File: src/rtl/osc_spi_pkg.sv
// Shared types and constants for the oscilloscope SPI path: arbiter states
// and slave-select encodings.
package osc_spi_pkg;

  typedef enum logic [1:0] {
    IDLE   = 2'd0,
    LAUNCH = 2'd1,
    BUSY   = 2'd2,
    GAP    = 2'd3
  } arb_state_t;

  localparam logic [2:0] SS_NONE = 3'b111;
  localparam logic [2:0] SS_EEP  = 3'b100;
  localparam logic [2:0] SS_AFE0 = 3'b000;
  localparam logic [2:0] SS_AFE1 = 3'b001;
  localparam logic [2:0] SS_AFE2 = 3'b010;

endpackage

File: src/rtl/spi_arbiter_if.sv
// Bundles the two requester ports and the SPI-master side of the arbiter.
// slave = arbiter view; master = environment (requesters + SPI master).
interface spi_arbiter_if;

  logic        req0;
  logic [2:0]  ss0;
  logic [15:0] data0;
  logic        req1;
  logic [2:0]  ss1;
  logic [15:0] data1;
  logic        done0;
  logic        done1;
  logic [15:0] rd_data;
  logic        err;
  logic        wrt_SPI;
  logic [15:0] SPI_data;
  logic [2:0]  ss;
  logic        SPI_done;
  logic [15:0] SPI_rd;

  modport slave (
    input  req0, ss0, data0, req1, ss1, data1, SPI_done, SPI_rd,
    output done0, done1, rd_data, err, wrt_SPI, SPI_data, ss
  );

  modport master (
    output req0, ss0, data0, req1, ss1, data1, SPI_done, SPI_rd,
    input  done0, done1, rd_data, err, wrt_SPI, SPI_data, ss
  );

endinterface

File: src/rtl/rr_pick2.sv
// Two-way round-robin picker: a lone request wins outright, a tie goes to
// the requester that was not granted last.
module rr_pick2 (
  input  logic req0,
  input  logic req1,
  input  logic last_gnt,
  output logic gnt_valid,
  output logic gnt
);

  assign gnt_valid = req0 | req1;
  assign gnt       = (req0 & req1) ? ~last_gnt : req1;

endmodule

File: src/rtl/spi_arbiter.sv
// Shares one SPI master between two requesters: round-robin grant, launch,
// wait for SPI_done or timeout, return read data, then hold a select gap.
module spi_arbiter
  import osc_spi_pkg::*;
#(
  parameter int TIMEOUT = 4096,
  parameter int GAP_CYC = 4
) (
  input  logic           clk,
  input  logic           rst_n,
  spi_arbiter_if.slave   bus
);

  localparam int TW = $clog2(TIMEOUT);
  localparam int GW = $clog2(GAP_CYC + 1);
  localparam logic [TW-1:0] T_LAST = TW'(TIMEOUT - 1);
  localparam logic [GW-1:0] G_LAST = GW'(GAP_CYC - 1);

  arb_state_t    state_reg, state_next;
  logic          gnt_reg, gnt_next;
  logic          last_gnt_reg, last_gnt_next;
  logic [2:0]    ss_reg, ss_next;
  logic [15:0]   spi_data_reg, spi_data_next;
  logic [15:0]   rd_data_reg, rd_data_next;
  logic          err_reg, err_next;
  logic          done0_reg, done0_next;
  logic          done1_reg, done1_next;
  logic [TW-1:0] timer_reg, timer_next;
  logic [GW-1:0] gap_reg, gap_next;

  logic pick_valid;
  logic pick_gnt;

  rr_pick2 u_pick (
    .req0      (bus.req0),
    .req1      (bus.req1),
    .last_gnt  (last_gnt_reg),
    .gnt_valid (pick_valid),
    .gnt       (pick_gnt)
  );

  always_ff @(posedge clk or negedge rst_n) begin
    if (!rst_n) begin
      state_reg    <= IDLE;
      gnt_reg      <= 1'b0;
      last_gnt_reg <= 1'b1;  // requester 0 wins the first tie
      ss_reg       <= SS_NONE;
      spi_data_reg <= '0;
      rd_data_reg  <= '0;
      err_reg      <= 1'b0;
      done0_reg    <= 1'b0;
      done1_reg    <= 1'b0;
      timer_reg    <= '0;
      gap_reg      <= '0;
    end else begin
      state_reg    <= state_next;
      gnt_reg      <= gnt_next;
      last_gnt_reg <= last_gnt_next;
      ss_reg       <= ss_next;
      spi_data_reg <= spi_data_next;
      rd_data_reg  <= rd_data_next;
      err_reg      <= err_next;
      done0_reg    <= done0_next;
      done1_reg    <= done1_next;
      timer_reg    <= timer_next;
      gap_reg      <= gap_next;
    end
  end

  always_comb begin
    state_next    = state_reg;
    gnt_next      = gnt_reg;
    last_gnt_next = last_gnt_reg;
    ss_next       = ss_reg;
    spi_data_next = spi_data_reg;
    rd_data_next  = rd_data_reg;
    err_next      = err_reg;
    done0_next    = 1'b0;
    done1_next    = 1'b0;
    timer_next    = timer_reg;
    gap_next      = gap_reg;

    case (state_reg)
      IDLE: begin
        if (pick_valid) begin
          gnt_next      = pick_gnt;
          ss_next       = pick_gnt ? bus.ss1 : bus.ss0;
          spi_data_next = pick_gnt ? bus.data1 : bus.data0;
          state_next    = LAUNCH;
        end
      end
      LAUNCH: begin
        timer_next = '0;
        state_next = BUSY;
      end
      BUSY: begin
        // SPI_done takes priority over a simultaneous timeout
        if (bus.SPI_done || (timer_reg == T_LAST)) begin
          if (bus.SPI_done) begin
            rd_data_next = bus.SPI_rd;
            err_next     = 1'b0;
          end else begin
            err_next     = 1'b1;
          end
          done0_next    = ~gnt_reg;
          done1_next    = gnt_reg;
          last_gnt_next = gnt_reg;
          ss_next       = SS_NONE;
          gap_next      = '0;
          state_next    = GAP;
        end else begin
          timer_next = timer_reg + 1'b1;
        end
      end
      GAP: begin
        if (gap_reg == G_LAST) begin
          state_next = IDLE;
        end else begin
          gap_next = gap_reg + 1'b1;
        end
      end
      default: state_next = IDLE;
    endcase
  end

  assign bus.wrt_SPI  = (state_reg == LAUNCH);
  assign bus.ss       = ss_reg;
  assign bus.SPI_data = spi_data_reg;
  assign bus.rd_data  = rd_data_reg;
  assign bus.err      = err_reg;
  assign bus.done0    = done0_reg;
  assign bus.done1    = done1_reg;

endmodule

File: src/flat_wrapper.sv
// flat-port wrapper written by rule: the top's interface ports become plain ports
module spi_arbiter_flat import osc_spi_pkg::*;
#(
  parameter int TIMEOUT = 4096,
  parameter int GAP_CYC = 4
)
  (clk, rst_n, bus_req0, bus_ss0, bus_data0, bus_req1, bus_ss1, bus_data1, bus_SPI_done, bus_SPI_rd, bus_done0, bus_done1, bus_rd_data, bus_err, bus_wrt_SPI, bus_SPI_data, bus_ss);
  spi_arbiter_if bus_i ();
  input  logic clk;
  input  logic rst_n;
  input wire logic [$bits(bus_i.req0)-1:0] bus_req0;
  input wire logic [$bits(bus_i.ss0)-1:0] bus_ss0;
  input wire logic [$bits(bus_i.data0)-1:0] bus_data0;
  input wire logic [$bits(bus_i.req1)-1:0] bus_req1;
  input wire logic [$bits(bus_i.ss1)-1:0] bus_ss1;
  input wire logic [$bits(bus_i.data1)-1:0] bus_data1;
  input wire logic [$bits(bus_i.SPI_done)-1:0] bus_SPI_done;
  input wire logic [$bits(bus_i.SPI_rd)-1:0] bus_SPI_rd;
  output wire logic [$bits(bus_i.done0)-1:0] bus_done0;
  output wire logic [$bits(bus_i.done1)-1:0] bus_done1;
  output wire logic [$bits(bus_i.rd_data)-1:0] bus_rd_data;
  output wire logic [$bits(bus_i.err)-1:0] bus_err;
  output wire logic [$bits(bus_i.wrt_SPI)-1:0] bus_wrt_SPI;
  output wire logic [$bits(bus_i.SPI_data)-1:0] bus_SPI_data;
  output wire logic [$bits(bus_i.ss)-1:0] bus_ss;
  assign bus_i.req0 = bus_req0;
  assign bus_i.ss0 = bus_ss0;
  assign bus_i.data0 = bus_data0;
  assign bus_i.req1 = bus_req1;
  assign bus_i.ss1 = bus_ss1;
  assign bus_i.data1 = bus_data1;
  assign bus_i.SPI_done = bus_SPI_done;
  assign bus_i.SPI_rd = bus_SPI_rd;
  assign bus_done0 = bus_i.done0;
  assign bus_done1 = bus_i.done1;
  assign bus_rd_data = bus_i.rd_data;
  assign bus_err = bus_i.err;
  assign bus_wrt_SPI = bus_i.wrt_SPI;
  assign bus_SPI_data = bus_i.SPI_data;
  assign bus_ss = bus_i.ss;
  spi_arbiter #(.TIMEOUT(TIMEOUT), .GAP_CYC(GAP_CYC)) u_core (.clk(clk), .rst_n(rst_n), .bus(bus_i));
endmodule
File: config.mk
export PLATFORM = sky130hd
export DESIGN_NAME = spi_arbiter_flat
export DESIGN_NICKNAME = d
export VERILOG_FILES = /design/src/rtl/osc_spi_pkg.sv /design/src/rtl/spi_arbiter_if.sv /design/src/rtl/rr_pick2.sv /design/src/rtl/spi_arbiter.sv /design/src/flat_wrapper.sv
export SDC_FILE = /design/constraint.sdc
export NUM_CORES = 1
export LEC_CHECK = 0
export ABC_AREA = 0
export ABC_CLOCK_PERIOD_IN_PS = 3600
export BUFFER_PORTS_ARGS = -buffer_cell sky130_fd_sc_hd__buf_4
export CORE_UTILIZATION = 45
export DETAILED_ROUTE_END_ITERATION = 10
export PLACE_DENSITY_LB_ADDON = 0.08
export SLEW_MARGIN = 20
export SYNTH_ARGS = -nofsm -noshare
export SYNTH_HDL_FRONTEND = slang
export SYNTH_SLANG_ARGS = --single-unit
File: constraint.sdc
create_clock -name clk -period 3.6 [get_ports clk]
set_input_delay 0.54 -clock clk [delete_from_list [all_inputs] [get_ports clk]]
set_output_delay 0.54 -clock clk [all_outputs]
set_load 0.02 [all_outputs]
Word level (Yosys, flattened, before mapping). Cells that the tools add are included. Widths: inputs -> output; s select.

Bits in registers: 57. Input port bits: 59. Output and inout port bits: 39. Logic and storage cells: 59.

Add/sub/neg operators: 2. Equality and inequality tests: 10. Muxes and demuxes: 20. Bitwise logic cells: 4. Reductions and logical operators: 12.

Operators with widths (count): $pmux 12 s2 (1); $mux 16 (1); $mux 3 (5); $add 12x1->12 const B (1); $eq 12x12->1 const B (1); $mux 12 (1); $pmux 3 s2 (2); $reduce_and 3->1 (4); $pmux 2 s4 (1); $mux 1 (6); $mux 2 (3); $ne 2x1->1 const B (3); $reduce_and 2->1 (3); $reduce_bool 2->1 (3); $eq 2x2->1 const B (2); $ne 2x2->1 const B (2); $add 3x1->3 const B (1); $eq 3x2->1 const B (1); $eq 2x1->1 const B (1); $logic_not 2->1 (1); $not 1->1 (2); $and 1x1->1 (1); $logic_or 1x1->1 (1); $or 1x1->1 (1).

Longest topological paths before layout. Gate-level depths: netlist of run 1.

Depth after elaboration: 5. Mapped depth: 7. Gate-level depth less buffers: 6.

By module. A second synthesis of run 1 with hierarchy kept.

Cell total of the unflattened synthesis: 275. Area, all modules: 2945.3 µm².

Modules (own cells, without submodules): spi_arbiter (instances 1, cells each 273, area each 2931.6 µm², seq. area each 1431.4 µm²); rr_pick2 (instances 1, cells each 2, area each 13.8 µm², seq. area each 0.0 µm²).

Least setup slack after synthesis of run 1. OpenSTA, ideal clock, no wires.

Kind: reg-to-reg. Start: reg u_core.timer_reg[0]. End: reg u_core.state_reg[1]. Arrival: 1.737 ns. Slack: 1.735 ns. Cell stages (with the launch flop): 6. Path buffers: 0. Period minus slack after synthesis: 1.865 ns. Cells stage by stage: dfrtp_1 -> ha_1 -> nand2_1 -> o41a_1 -> a211oi_2 -> mux2_1.

Cells in the longest elaborated chain, start to end: 4.

Ends and longest elaborated chain: from (decl) (line spi_arbiter.sv:28) `logic [TW-1:0] timer_reg, timer_next;`; from (signal assigned) (line spi_arbiter.sv:65) `timer_reg <= timer_next;`; $eq 12x12->1 (line spi_arbiter.sv:98) `if (bus.SPI_done || (timer_reg == T_LAST)) begin`; $logic_or 1x1->1 (line spi_arbiter.sv:98); $ne 2x1->1 (no source line); $reduce_and 3->1 (no source line); to (signal assigned) (line spi_arbiter.sv:56) `state_reg <= state_next;`; to (decl) (line spi_arbiter.sv:19) `arb_state_t state_reg, state_next;`.

Every way passes these cells. A chain may end at the register's enable or synchronous reset.

Worst setup path in the final report of run 1.
Start: reg u_core.timer_reg[0]. End: reg u_core.gap_reg[2].

Cells in the longest elaborated chain, start to end: 4.

Ends and longest elaborated chain: $eq 12x12->1 (line spi_arbiter.sv:98); $logic_or 1x1->1 (line spi_arbiter.sv:98); $ne 2x1->1 (no source line); $reduce_and 3->1 (no source line); to (signal assigned) (line spi_arbiter.sv:66) `gap_reg <= gap_next;`; to (decl) (line spi_arbiter.sv:29) `logic [GW-1:0] gap_reg, gap_next;`.

Every way passes these cells.

==> summary.md, run 1 <==
| Metric | Value |
|---|---|
| Ys Warns | `0` |
| FF+latch count, synth | `57` |
| Placed insts | `397` |
| CP required | `3.82 ns` |
| # hold bufs at CTS | `0` |
| Post-synthesis instance total | `236` |
| Critical path's largest stage delay | `0.86 ns` |
| CTS clk-pin slew, worst paths | `0.06 ns` |
| Critical path depth | `5` |
| Cts bufs inserted | `9` |
| CTS resizes | `0` |
| Arrival time at the worst endpoint | `2.47 ns` |
| Top-count cell post-synth | `dfrtp_1` |
| Syn Nets | `302` |
| Fill count | `466` |
| Largest family of logic cells by synthesized area | `compound AO/OA/AOI/OAI gates` |
| Pre-CTS setup slack | `1.35 ns` |
| Slew headroom | `42.1%` |
| Share of the synthesized area in the top cell type | `48.8%` |
| Final count of negative-setup-slack endpoints | `0` |
| Rows | `27` |
| Crit Path Max Fanout | `16` |
| Clock Latency Late Sink | `0.33 ns` |
| Min Tclk post-route | `2.26 ns` |
| Most area-hungry cell type in the Yosys netlist | `dfrtp_1` |
| RR Startpoint | `u_core.timer_reg[0]` |
| Die width | `79.7 µm` |
| Drt wl/cell | `14.4 µm` |
| Hold crit path type | `in2async` |
| Residual DRC | `0` |
| Gr ovfl total | `0` |
| Seq. cell area | `0.00143 mm²` |
| RePlAce Congestion | `0.770` |
| Total Wirelength | `5.95 mm` |
| Cell area after synthesis | `0.00272 mm²` |
| Largest net degree at the start of global routing | `58` |
| Worst vdd ir | `0.504 mV` |
| Crit. Startpoint | `u_core.timer_reg[0]` |
| Leak | `1.88 nW` |
| Root buffer cell | `clkbuf_8` |
| Worst slew pin tran | `0.866 ns` |
| Setup Fix Bufs, Post-CTS | `0` |
| Final-report max-slew violation count | `0` |
| Worst-case reg-to-reg path depth | `5` |
| Vias/cell | `5.31` |
| Pwr Total | `2.94 mW` |
| Startpoint class of the critical path | `register` |
| Synthesized-area fraction occupied by and/or/nand/nor cells | `12.6%` |
| Share of cells above drive strength 1 | `41.9%` |
| Number of max-cap violations | `0` |
| Post-synth cell types | `43` |
| Die H | `79.7 µm` |
| Die area | `0.00636 mm²` |
| Status | `finished, final reports clean` |
| Sequential share of the synthesized area | `52.6%` |
| Initial Utilization | `47.9%` |
| Final Worst Setup Slack | `1.34 ns` |
| Cell family contributing the most delay on the critical path | `compound AO/OA/AOI/OAI gates` |
| Post-synthesis adder-cell area fraction | `3.22%` |
| Asr flop ratio synth | `100%` |
| PortBufs | `97` |
| Crit. End Element | `register` |
| Antenna violations before repair | `0` |
| Worst Clk Skew | `0.00531 ns` |
| Worst-path cell chain | `ha_1 > nand2_1 > o41ai_4 > o21ai_1 > a32o_1` |
| CTS Buffer Depth | `2` |
| Synth Area in Compound Gates | `14.9%` |
| Final ANT Viol Nets | `0` |
| Number of synthesized flops with an enable pin | `0` |
| Multiplexer share of the synthesized area | `14.2%` |
| Drt pass-1 iters | `4` |
| Ports | `98` |
| CP Buf/Inv Count | `0` |
| Area of the multi-input gates | `0.00124 mm²` |
| Vias | `2192` |
| Unrepaired setup endpoints after global routing | `no` |
| First-pass GRT wire length | `9.62 mm` |
| Antenna diodes | `0` |
| XOR/XNOR share of the synthesized area | `0%` |
| Cell Count, Final, Fillers Out | `413` |
| PD cells | `791 mW/mm²` |
| R2r setup slk | `1.34 ns` |
| Average cell area after synthesis | `11.5 µm²` |
| Detailed Route Iter0 Violations | `79` |
| Post-Route Setup TNS | `0 ns` |
| DP Wirelength | `4.37 mm` |
| Nets@finish | `402` |
| CTS Sinks | `57` |
| CTS HTree Levels | `3` |
| Fin crit share | `62.7%` |
| Core area | `0.00568 mm²` |
| Layout area overhead | `36.5%` |
| Worst setup path endpoint | `u_core.gap_reg[2]` |
| Hold Violations, Final | `0` |
| R2r endpoint | `u_core.gap_reg[2]` |
| Slowest-stage cell, CP | `o41ai_4` |
| Max Fclk | `443 MHz` |
| Number of global-route vias before repair | `2152` |
| Total track usage | `20.1%` |
| CP Class | `reg2reg` |
| Ranking of synthesized cells by area | `dfrtp_1 (49%), mux2_2 (7.9%), mux2i_1 (5.9%)` |
| Top_reg_cell synth | `dfrtp_1` |
| Commonest cells post-synth | `dfrtp_1 (53), nand2_1 (28), mux2_2 (19)` |
| CTS tree | `yes` |
-- per-layer routing --
layer | GRT usage [%] | wire length [µm]
met5 | 0 | 0
met3 | 5.71 | 405
met4 | 8.75 | 99
met2 | 31.3 | 2840
met1 | 26.0 | 2610
-- final cells by class --
| type | count | share of cell area [%] |
|---|---|---|
| tap | 72 | 2.43 |
| clock inverter | 3 | 1.08 |
| inverter | 5 | 0.506 |
| sequential | 57 | 38.6 |
| timing repair buffer | 98 | 19.8 |
| multi-input combinational | 165 | 33.3 |
| clock buffer | 13 | 4.28 |
-- worst min-delay path by stage --
stage | slack (ns) | endpoint | depth (start not counted) | startpoint
floorplan | 0.24 | u_core.bus.SPI_data[0] | 0 | rst_n
global placement | 0.46 | u_core.bus.SPI_data[0] | 2 | u_core.bus.SPI_data[0]
detailed placement | 0.47 | u_core.bus.done0 | 1 | u_core.gnt_reg
CTS | 0.29 | u_core.timer_reg[10] | 1 | rst_n
global route | 0.33 | u_core.bus.SPI_data[9] | 1 | rst_n
finish | 0.27 | u_core.timer_reg[5] | 1 | rst_n
-- cells in the final DEF (no fill, tap or decap), drive strengths merged, types with 2 or more instances in the layout --
| master | synthesis | final |
|---|---|---|
| buf | 4 | 98 |
| dfrtp | 53 | 53 |
| nand2 | 28 | 28 |
| o21ai | 21 | 21 |
| mux2 | 20 | 20 |
| mux2i | 16 | 16 |
| clkbuf | 5 | 13 |
| and3 | 10 | 10 |
| nand3 | 9 | 9 |
| nor3 | 8 | 8 |
| a211o | 8 | 8 |
| ha | 7 | 7 |
| inv | 5 | 5 |
| dfstp | 4 | 4 |
| o41ai | 4 | 4 |
| o22ai | 3 | 3 |
| a2bb2oi | 3 | 3 |
| a21o | 3 | 3 |
| nand4 | 3 | 3 |
| nor2 | 2 | 2 |
| nor2b | 2 | 2 |
| a21oi | 2 | 2 |
| nor3b | 2 | 2 |
| clkinv | 0 | 2 |
-- power by group --
| group | switching, mW | total (mW) | internal [mW] |
|---|---|---|---|
| combinational | 0.710 | 1.30 | 0.588 |
| sequential | 0.147 | 1.05 | 0.902 |
| clock | 0.233 | 0.589 | 0.355 |
-- kinds of logic after synthesis --
kind of cell    after synthesis
simple gates                 68
flops                        57
compound gates               54
mux                          36
buf+inv                      14
fa+ha+maj                     7
-- through the flow --
| step | utilization (%) | instance area [µm²] | hold WS (ns) |
|---|---|---|---|
| 4_1_cts | 65.3 | 3700 | 0.289 |
| 3_5_place_dp | 61.8 | 3500 | 0.469 |
| 3_3_place_gp | 61.8 | 3500 | 0.465 |
| 5_1_grt | 65.4 | 3710 | 0.328 |
| 2_1_floorplan | - | 2720 | 0.244 |
| 6_report | 65.4 | 3710 | 0.268 |
Power figures use the tool's default switching activity.
==> inputs of run 2 (changes only) <==
- ABC_CLOCK_PERIOD_IN_PS: 3600 -> 2100
- clock period: 3.6 -> 2.1 ns (I/O delays scaled with it)
==> run 2 against run 1 <==
Final area increased by 3.2%; via count increased by 1.8%; sequential power rose by 70%; utilization is 2.1 points higher; worst hold slack got worse by 0.25 ns; total power up 81%; combinational power rose by 78%; final cell count up 2.9%; non-clock buffer count up 12.
==> summary.md, run 2 (synthesis results as in run 1) <==
| Metric | Value |
|---|---|
| CP required | `2.31 ns` |
| Placed insts | `409` |
| Vias | `2231` |
| R2r setup slk | `0.14 ns` |
| CTS Buffer Depth | `2` |
| Cell family contributing the most delay on the critical path | `compound AO/OA/AOI/OAI gates` |
| Worst setup path endpoint | `u_core.state_reg[1]` |
| Residual DRC | `0` |
| DP Wirelength | `4.34 mm` |
| Detailed Route Iter0 Violations | `117` |
| Leak | `1.96 nW` |
| Setup Fix Bufs, Post-CTS | `0` |
| Worst-case reg-to-reg path depth | `4` |
| Die area | `0.00636 mm²` |
| Rows | `27` |
| Total track usage | `20.0%` |
| Root buffer cell | `clkbuf_8` |
| R2r endpoint | `u_core.state_reg[1]` |
| Status | `finished, final reports clean` |
| PortBufs | `97` |
| CP Buf/Inv Count | `0` |
| CTS HTree Levels | `3` |
| Drt pass-1 iters | `4` |
| Slowest-stage cell, CP | `o41a_1` |
| Nets@finish | `414` |
| Crit. Startpoint | `u_core.timer_reg[7]` |
| Critical path's largest stage delay | `0.60 ns` |
| Antenna diodes | `0` |
| RR Startpoint | `u_core.timer_reg[7]` |
| Final count of negative-setup-slack endpoints | `0` |
| Core area | `0.00568 mm²` |
| Slew headroom | `53.6%` |
| Largest net degree at the start of global routing | `58` |
| Total Wirelength | `5.97 mm` |
| Final core utilization | `67.5%` |
| CP Class | `reg2reg` |
| Max Fclk | `511 MHz` |
| Leading cell types in the layout, fill and taps excluded | `buf_4 (110), dfrtp_1 (53), nand2_1 (28)` |
| PD cells | `1390 mW/mm²` |
| Clock Latency Late Sink | `0.33 ns` |
| Hold crit path type | `in2async` |
| Number of max-cap violations | `0` |
| Unrepaired setup endpoints after global routing | `no` |
| Min Tclk post-route | `1.96 ns` |
| Layout area overhead | `40.9%` |
| First-pass GRT wire length | `9.67 mm` |
| Vias/cell | `5.25` |
| Initial Utilization | `47.9%` |
| Post-Route Setup TNS | `0 ns` |
| CTS resizes | `0` |
| Fill count | `495` |
| Crit. End Element | `register` |
| Fin crit share | `93.2%` |
| Antenna violations before repair | `0` |
| Critical path depth | `4` |
| Share of cells above drive strength 1 | `43.9%` |
| Cts bufs inserted | `9` |
| Die H | `79.7 µm` |
| Die width | `79.7 µm` |
| Startpoint class of the critical path | `register` |
| Number of global-route vias before repair | `2185` |
| CTS tree | `yes` |
| Hold Violations, Final | `0` |
| Crit Path Max Fanout | `8` |
| CTS Sinks | `57` |
| RePlAce Congestion | `0.798` |
| Arrival time at the worst endpoint | `2.17 ns` |
| Worst Clk Skew | `0.00724 ns` |
| Final-report max-slew violation count | `0` |
| Worst vdd ir | `0.851 mV` |
| Worst-path cell chain | `nand3_1 > o41a_1 > a211oi_2 > mux2_1` |
| # hold bufs at CTS | `0` |
| Final ANT Viol Nets | `0` |
| Ports | `98` |
| CTS clk-pin slew, worst paths | `0.06 ns` |
| Drt wl/cell | `14.1 µm` |
| Worst slew pin tran | `0.696 ns` |
| Gr ovfl total | `0` |
| Cell Count, Final, Fillers Out | `425` |
| Most common cell after layout, fill and taps aside | `buf_4` |
-- run 2: worst min-delay path by stage --
stage                              to  slack (ns)  cells after the start
6_report          u_core.timer_reg[3]        0.02                      1
5_1_grt           u_core.timer_reg[3]         0.1                      1
4_1_cts           u_core.timer_reg[3]        0.06                      1
3_5_place_dp      u_core.timer_reg[3]        0.42                      1
3_3_place_gp      u_core.timer_reg[3]        0.42                      1
2_1_floorplan  u_core.bus.SPI_data[0]        0.02                      0
-- run 2: through the flow --
step / total power, mW / instance area [µm²] / setup slack, ns / hold WS [ns]
after floorplan: 3.17 / 2720 / 0.235 / 0.0194
after CTS: 5.39 / 3830 / 0.0381 / 0.0623
after global routing: 5.66 / 3830 / 0.0170 / 0.0982
final: 5.32 / 3830 / 0.144 / 0.0201
after global placement: 4.10 / 3590 / 0.0909 / 0.421
after detailed placement: 4.15 / 3590 / 0.0580 / 0.420
-- run 2: per-layer routing --
layer / vias to the layer above / part of all wire [%] / GRT usage (%)
met5: - / 0 / 0
met4: 0 / 1.5 / 9.64
met3: 9 / 7.4 / 6.17
met2: 67 / 49 / 33.7
met1: 1053 / 42 / 23.1
li1: 1102 / - / -
-- run 2: area by class of cell --
type | count | area (µm²) | area share (%)
clock inverter | 5 | 104 | 2.71
sequential | 57 | 1430 | 37.4
timing repair buffer | 110 | 826 | 21.6
multi-input combinational | 165 | 1230 | 32.1
tap | 72 | 90.1 | 2.35
clock buffer | 11 | 131 | 3.43
inverter | 5 | 18.8 | 0.490
-- run 2: where the power goes --
group,internal [mW],switching [mW]
registers,1.55,0.245
clock network,0.789,0.432
logic,1.09,1.22
==> inputs of run 3 (changes only) <==
- CORE_UTILIZATION: 45 -> 49
==> run 3 against run 2 <==
Critical path depth stayed put; total power is 1.8% lower; utilization is 5.3 points higher; global-route usage is 2.8 points higher; final area is 0.46% lower; clock skew is 0.0032 ns lower; sequential power hardly changed; wire length is 5.0% higher; largest cell class unchanged.
==> summary.md, run 3 (synthesis results as in run 1) <==
| Metric | Value |
|---|---|
| CTS clk-pin slew, worst paths | `0.06 ns` |
| Layout area overhead | `40.2%` |
| Cts bufs inserted | `9` |
| GR Layer Usage met1 | `28.8%` |
| Worst vdd ir | `0.914 mV` |
| Initial Utilization | `51.9%` |
| CTS Sinks | `57` |
| Worst Clk Skew | `0.00408 ns` |
| CP Class | `reg2reg` |
| Met2 GRT Util | `37.8%` |
| Core area | `0.00524 mm²` |
| CTS tree | `yes` |
| Final Worst Setup Slack | `0.0967 ns` |
| Largest net degree at the start of global routing | `58` |
| Root buffer cell | `clkbuf_8` |
| Nets@finish | `414` |
| Rows | `26` |
| Most common cell after layout, fill and taps aside | `buf_4` |
| Slew headroom | `52.9%` |
| Detailed Route Iter0 Violations | `115` |
| Hold Violations, Final | `0` |
| PortBufs | `97` |
| Antenna violations before repair | `0` |
| Max Fclk | `499 MHz` |
| Fin crit share | `95.4%` |
| Share of cells above drive strength 1 | `43.9%` |
| Leading cell types in the layout, fill and taps excluded | `buf_4 (109), dfrtp_1 (53), nand2_1 (28)` |
| Ports | `98` |
| First-pass GRT wire length | `10.5 mm` |
| CTS HTree Levels | `3` |
| Vias/cell | `5.30` |
| Hold crit path type | `in2async` |
| Crit Path Max Fanout | `10` |
| Die width | `76.5 µm` |
| Final count of negative-setup-slack endpoints | `0` |
| GR Util met3 | `5.87%` |
| Total track usage | `22.8%` |
| Leak | `1.95 nW` |
| Status | `finished, final reports clean` |
| Post-Route Setup TNS | `0 ns` |
| Worst slew pin tran | `0.706 ns` |
| Drt wl/cell | `14.8 µm` |
| CTS resizes | `0` |
| Gr ovfl total | `0` |
| CP required | `2.30 ns` |
| Number of max-cap violations | `0` |
| Crit. End Element | `register` |
| PD cells | `1370 mW/mm²` |
| Setup Fix Bufs, Post-CTS | `0` |
| Total Wirelength | `6.27 mm` |
| RePlAce Congestion | `0.805` |
| Number of global-route vias before repair | `2310` |
| GR peak layer | `met2` |
| Unrepaired setup endpoints after global routing | `no` |
| Residual DRC | `0` |
| # hold bufs at CTS | `0` |
| Pre-CTS setup slack | `0.0768 ns` |
| Vias | `2241` |
| Drt pass-1 iters | `4` |
| Clock Latency Late Sink | `0.31 ns` |
| Die area | `0.00585 mm²` |
| DP Wirelength | `4.63 mm` |
| Final-report max-slew violation count | `0` |
| Startpoint class of the critical path | `register` |
| Final ANT Viol Nets | `0` |
| CTS Buffer Depth | `2` |
| Die H | `76.5 µm` |
| Antenna diodes | `0` |
| Min Tclk post-route | `2.00 ns` |
| Arrival time at the worst endpoint | `2.20 ns` |
==> run 3: cell types whose count changed in the layout (fill, tap and decap cells not counted), sizes merged <==
| cell | before | now |
|---|---|---|
| clkbuf | 11 | 14 |
| bufinv | 3 | 1 |
| clkinv | 2 | 1 |
==> run 3: per-layer routing <==
| layer | share of wire [%] | wire, µm |
|---|---|---|
| met5 | 0 | 0 |
| met1 | 43 | 2720 |
| met2 | 50 | 3150 |
| met3 | 5.5 | 347 |
| met4 | 0.77 | 48 |
==> run 3: worst paths after layout <==
kind	depth (start not counted)	startpoint	endpoint	slack [ns]
max in group asynchronous	1	rst_n	u_core.bus.SPI_data[6]	1.59
min in group clk	2	bus_SPI_rd[1]	u_core.bus.rd_data[1]	0.23
worst max-delay path	4	u_core.timer_reg[7]	u_core.state_reg[1]	0.1
worst min register to register	1	u_core.gnt_reg	u_core.bus.done0	0.47
worst min-delay path	1	rst_n	u_core.timer_reg[4]	0.05
worst max register to register	4	u_core.timer_reg[7]	u_core.state_reg[1]	0.1
==> run 3: cell type report <==
type | count | area [µm²]
Sequential cell | 57 | 1430
Timing Repair Buffer | 110 | 838
Inverter | 5 | 18.8
Fill cell | 393 | 1430
Clock buffer | 14 | 173
Clock inverter | 2 | 35.0
Multi-Input combinational cell | 165 | 1230
Tap cell | 70 | 87.6
==> run 3: worst max-delay path, stage by stage (launching register included) <==
cell and delay, ns:
dfrtp_1 0.43, nand3_1 0.19, o41a_1 0.61, a211oi_2 0.31
mux2_1 0.35
==> run 3: power breakdown <==
part | internal [mW] | switching [mW]
registers | 1.55 | 0.261
clock network | 0.645 | 0.410
logic | 1.10 | 1.26
total | 3.29 | 1.93
==> run 3: metrics by stage <==
step / total power, mW / instances / utilization [%] / hold slack, ns / instance area (µm²)
2_1_floorplan: 3.17 / 236 / - / 0.0194 / 2720
3_3_place_gp: 4.11 / 407 / 68.8 / 0.418 / 3600
3_5_place_dp: 4.20 / 407 / 68.8 / 0.424 / 3600
4_1_cts: 5.27 / 423 / 72.8 / 0.0797 / 3810
5_1_grt: 5.53 / 423 / 72.8 / 0.114 / 3810
6_report: 5.23 / 423 / 72.8 / 0.0474 / 3810
